--- src/rtl/div_pkg.sv ---
// Shared definitions for the sequential restoring divider: state encoding,
// counter sizing and the divide-by-zero quotient fill.
package div_pkg;

  typedef enum logic [1:0] {
    ST_IDLE = 2'b00,
    ST_RUN  = 2'b01,
    ST_DONE = 2'b10
  } state_e;

  function automatic int unsigned cnt_width(int unsigned n);
    return $clog2(n + 1);
  endfunction

  localparam int unsigned DIV_N_DEFAULT = 8;
  localparam int unsigned CNT_W         = cnt_width(DIV_N_DEFAULT);

  // Quotient reported for a zero divisor is this bit replicated N times.
  localparam logic DBZ_Q_BIT = 1'b1;

endpackage

--- src/rtl/div_step.sv ---
// One restoring shift-subtract iteration: shift the next dividend bit into the
// partial remainder, subtract the divisor when it fits, emit the quotient bit.
module div_step #(
  parameter int unsigned N = 8
) (
  input  logic [N:0]   rem,
  input  logic         qmsb,
  input  logic [N-1:0] b,
  output logic [N:0]   rem_next,
  output logic         qbit
);

  logic [N:0] t;
  logic [N:0] b_ext;
  logic       unused_rem_msb;

  // The restored remainder is always below the divisor, so its top bit is zero.
  assign unused_rem_msb = rem[N];

  assign t        = {rem[N-1:0], qmsb};
  assign b_ext    = {1'b0, b};
  assign qbit     = (t >= b_ext);
  assign rem_next = qbit ? (t - b_ext) : t;

endmodule

--- src/rtl/div_seq_ctrl.sv ---
// Multi-cycle unsigned divider with start/done handshake; one quotient bit per
// clock, results held until the next accepted request.
module div_seq_ctrl
  import div_pkg::*;
#(
  parameter int unsigned N = DIV_N_DEFAULT
) (
  input  logic         clk,
  input  logic         rst_n,
  input  logic         start,
  input  logic [N-1:0] A,
  input  logic [N-1:0] B,
  output logic         busy,
  output logic         done,
  output logic [N-1:0] Q,
  output logic [N-1:0] R,
  output logic         div_by_zero
);

  localparam int unsigned CntW = cnt_width(N);

  state_e            state_q;
  logic [N-1:0]      qsh_q;
  logic [N-1:0]      dvsr_q;
  logic [N:0]        rem_q;
  logic [CntW-1:0]   cnt_q;
  logic [N:0]        rem_next;
  logic              qbit;

  div_step #(
    .N(N)
  ) u_step (
    .rem     (rem_q),
    .qmsb    (qsh_q[N-1]),
    .b       (dvsr_q),
    .rem_next(rem_next),
    .qbit    (qbit)
  );

  always_ff @(posedge clk or negedge rst_n) begin
    if (!rst_n) begin
      state_q     <= ST_IDLE;
      qsh_q       <= '0;
      dvsr_q      <= '0;
      rem_q       <= '0;
      cnt_q       <= '0;
      busy        <= 1'b0;
      done        <= 1'b0;
      Q           <= '0;
      R           <= '0;
      div_by_zero <= 1'b0;
    end else begin
      case (state_q)
        ST_IDLE, ST_DONE: begin
          done <= 1'b0;
          busy <= 1'b0;
          if (start) begin
            qsh_q  <= A;
            dvsr_q <= B;
            rem_q  <= '0;
            cnt_q  <= '0;
            if (B != '0) begin
              state_q <= ST_RUN;
              busy    <= 1'b1;
            end else begin
              state_q     <= ST_DONE;
              done        <= 1'b1;
              Q           <= {N{DBZ_Q_BIT}};
              R           <= A;
              div_by_zero <= 1'b1;
            end
          end else begin
            state_q <= ST_IDLE;
          end
        end
        ST_RUN: begin
          qsh_q <= {qsh_q[N-2:0], qbit};
          rem_q <= rem_next;
          cnt_q <= cnt_q + 1'b1;
          if (cnt_q == CntW'(N - 1)) begin
            state_q     <= ST_DONE;
            busy        <= 1'b0;
            done        <= 1'b1;
            Q           <= {qsh_q[N-2:0], qbit};
            R           <= rem_next[N-1:0];
            div_by_zero <= 1'b0;
          end
        end
        default: begin
          state_q <= ST_IDLE;
          busy    <= 1'b0;
          done    <= 1'b0;
        end
      endcase
    end
  end

endmodule
--- config.mk ---
export PLATFORM = sky130hd
export DESIGN_NAME = div_seq_ctrl
export DESIGN_NICKNAME = d
export VERILOG_FILES = /design/src/rtl/div_pkg.sv /design/src/rtl/div_step.sv /design/src/rtl/div_seq_ctrl.sv
export SDC_FILE = /design/constraint.sdc
export NUM_CORES = 1
export LEC_CHECK = 0
export CORE_MARGIN = 1
export CORE_UTILIZATION = 57
export CTS_CLUSTER_DIAMETER = 120
export DETAILED_ROUTE_END_ITERATION = 10
export PLACE_DENSITY = 0.91
export SYNTH_ARGS = -nofsm -noshare
export SYNTH_HDL_FRONTEND = slang
export SYNTH_SLANG_ARGS = --single-unit
--- constraint.sdc ---
create_clock -name clk -period 2.9 [get_ports clk]
set_input_delay 0.435 -clock clk [delete_from_list [all_inputs] [get_ports clk]]
set_output_delay 0.435 -clock clk [all_outputs]
set_load 0.03 [all_outputs]
==> results.py <==
metrics = {
    "cells_and_area": {
        "final_area_sq_um": 2980,
        "drive_above_1_share_pct": 7.62,
        "areaGrowthSynthToFinish_pct": 19.6,
        "nFillCells": 306,
        "mostFrequentLayoutCells": "dfrtp_1 (47), nand2_1 (46), clkdlybuf4s50_1 (36)",
        "antenna_cells_inserted": 0,
        "layout_commonest_cell": "dfrtp_1",
        "finish.net_count": 330,
    },
    "sta": {
        "period_needed_ps": 2290,
        "final_hold_viol_count": 0,
        "setup-violations-final": 0,
        "grt_setup_unrepaired": "no",
        "final_min_period_over_clock_period_pct": 79.0,
        "finalWorstSetupSlack_ps": 609,
        "timing_worst_slew_pin_value_ps": 1120,
        "drv_slew": 0,
        "slew_headroom_pct": 25.3,
        "skew_ps": 12.6,
        "timing.setup.tns_ps": 0,
        "timing.hold.ws_ps": 296,
        "fmax_mhz": 436,
    },
    "placed_design": {
        "dp_worst_setup_slack_ps": 479,
        "half_perimeter_wire_length_of_the_detailed_placement_result_um": 4210,
        "buffer_ports.inserted": 37,
        "placedInstanceArea_sq_um": 2870,
        "gp_congestion": 0.850,
    },
    "logic_synthesis": {
        "synth-edff-count": 0,
        "ys_async_sr_fraction_pct": 100,
        "gate_count_after_technology_mapping": 268,
        "yosys_warnings": 0,
        "synth.yosys.seq_area_share_pct": 47.2,
        "ys_types": 48,
        "synth.ff_latch_count": 47,
        "synth.cell_area_sq_um": 2490,
        "post_synthesis_net_count": 297,
        "dominantRegCellSynth": "dfrtp_1",
        "synth.avg_cell_area_sq_um": 9.30,
    },
    "grt": {
        "grt_start_max_net_pins": 48,
        "grt_antenna_before_repair": 0,
        "number_of_global_route_vias_before_repair": 2029,
        "grt_overflow": 0,
        "first_pass_grt_wire_length_um": 9630,
        "track_usage_pct": 29.0,
    },
    "routing": {
        "via_density": 5.87,
        "route.detailed.wl_per_inst_um": 16.8,
        "routed_wl_um": 5910,
        "initialDrtViolationCount": 176,
        "drt_pre_antenna_iters": 4,
        "route.detailed.drc": 0,
        "drtAntennaViolNets": 0,
        "vias": 2067,
    },
    "power": {
        "powerDensity_nw_per_um2": 1350,
        "leakagePower_nw": 1.27,
        "total_power_mw": 4.03,
        "vdd.ir_drop.worst_mv": 0.758,
    },
    "die": {
        "core_area_sq_um": 4090,
        "starting_density_of_the_core_pct": 61.0,
        "die_h_um": 68.1,
        "std_cell_rows": 23,
        "pin_count": 38,
        "dieArea_sq_um": 4640,
        "dieWidth_um": 68.1,
    },
    "critical_path": {
        "path_delay_family": "simple AND/OR/NAND/NOR gates",
        "worstPathRequired_ps": 3100,
        "startpoint_type": "flip-flop",
        "worst_path_largest_cell_delay_ps": 410,
        "cp_cell_sequence": "inv_1 > ha_1 > nand2b_1 > a21o_1 > a21oi_4 > nand3_4 > nor4b_1 > or3_1",
        "regToRegEndpoint": "R[0]",
        "r2r_startpoint": "qsh_q[7]",
        "cp_num_cells": 8,
        "critPathSlowestCell": "dfrtp_1",
        "r2r_slack_ps": 610,
        "worst_r2r_path_depth": 8,
        "critPathMaxFanout": 14,
        "critPathArrivalTime_ps": 2490,
        "end_kind": "flip-flop",
        "critPathBufInv": 1,
        "critPathKind": "reg2reg",
    },
    "clocking": {
        "clk-insertion-delay-late_ps": 310,
        "cts.sinks": 47,
        "numCtsBuffers": 5,
        "number_of_resized_instances_in_the_post_cts_repair_step": 0,
        "cts_htree_levels": 2,
        "cts_hold_buf": 0,
        "clkTransAtPathRegs_ps": 100,
        "cts.root.buffer_cell": "clkbuf_8",
        "cts_max_path_buffers": 2,
        "tritoncts": "done",
        "postCtsSetupRepairBufs": 0,
    },
    "worst_hold_path": {
        "hold_class": "in2async",
    },
    "status": {
        "outcome": "finished, final reports clean",
    },
    "job": {
        "maxCapViolations": 0,
    },
}
area by class of cell:
| class | count | area, sq um | share of cell area [%] |
|---|---|---|---|
| timing repair buffer | 39 | 380 | 12.8 |
| multi-input combinational | 196 | 1200 | 40.3 |
| clock buffer | 5 | 68.8 | 2.31 |
| sequential | 47 | 1180 | 39.4 |
| clock inverter | 3 | 46.3 | 1.55 |
| tap | 50 | 62.6 | 2.10 |
| inverter | 12 | 45.0 | 1.51 |
registers in the layout (all words and copies together) (netlist names):
register,cells
busy,1
div_by_zero,1
cnt_q,4
rem_q,8
dvsr_q,8
Q,8
state_q,1
qsh_q,8
R,8
kinds of logic after synthesis:
| logic type | synth area share [%] |
|---|---|
| AND/OR/NAND/NOR | 22.5 |
| adder cells (fa/ha/maj) | 5.32 |
| XOR/XNOR | 2.46 |
| flip-flops | 47.2 |
| AO/OA/AOI/OAI | 16.0 |
| buffers and inverters | 4.62 |
| multiplexers | 2.01 |
through the flow:
step           std cells  util (%)
2_1_floorplan        268         -
3_3_place_gp         344      70.1
3_5_place_dp         344      70.1
4_1_cts              352      73.0
5_1_grt              352      73.0
6_report             352      73.0
Yosys cell counts (4+ instances only):
master / count / area, sq um
a21oi_1: 15 / 75.1
a31oi_1: 9 / 56.3
buf_2: 5 / 25.0
clkbuf_1: 4 / 15.0
dfrtp_1: 47 / 1180
ha_1: 9 / 113
inv_1: 12 / 45.0
mux2i_1: 5 / 50.1
nand2_1: 46 / 173
nand2b_1: 4 / 25.0
nand3_1: 12 / 60.1
nor2_1: 28 / 105
nor3_1: 4 / 20.0
o211ai_1: 4 / 30.0
o21ai_0: 17 / 85.1
xor2_1: 4 / 35.0
report_power, final:
part           leakage [nW]  switching (mW)  total [mW]  internal, mW
clock                0.0548           0.241       0.501         0.260
combinational         0.685            1.44        2.36         0.921
sequential            0.528           0.201        1.16         0.962
total                  1.27            1.88        4.03          2.14
per-layer routing:
| metal | vias to the layer above | routed length, um | global-route usage [%] |
|---|---|---|---|
| li1 | 984 | - | - |
| met1 | 993 | 2480 | 36.7 |
| met2 | 68 | 2960 | 46.9 |
| met3 | 22 | 289 | 6.33 |
| met4 | 0 | 184 | 14.1 |
| met5 | - | 0 | 0 |
how the worst max path moves through the flow:
| stage | from | to | slack (ps) |
|---|---|---|---|
| CTS | qsh_q[7] | R[0] | 630 |
| global route | qsh_q[7] | R[0] | 480 |
| global placement | B[3] | R[2] | 610 |
| finish | qsh_q[7] | R[0] | 610 |
| detailed placement | B[3] | R[4] | 480 |
| floorplan | rem_q[3] | R[0] | 990 |
worst register-to-register path, stage by stage, from the launching register on:
cell and delay [ps]:
dfrtp_1 410, inv_1 120, ha_1 280, nand2b_1 160, a21o_1 210, a21oi_4 160
nand3_4 210, nor4b_1 220, or3_1 410
(Power assumes the default switching activity.)
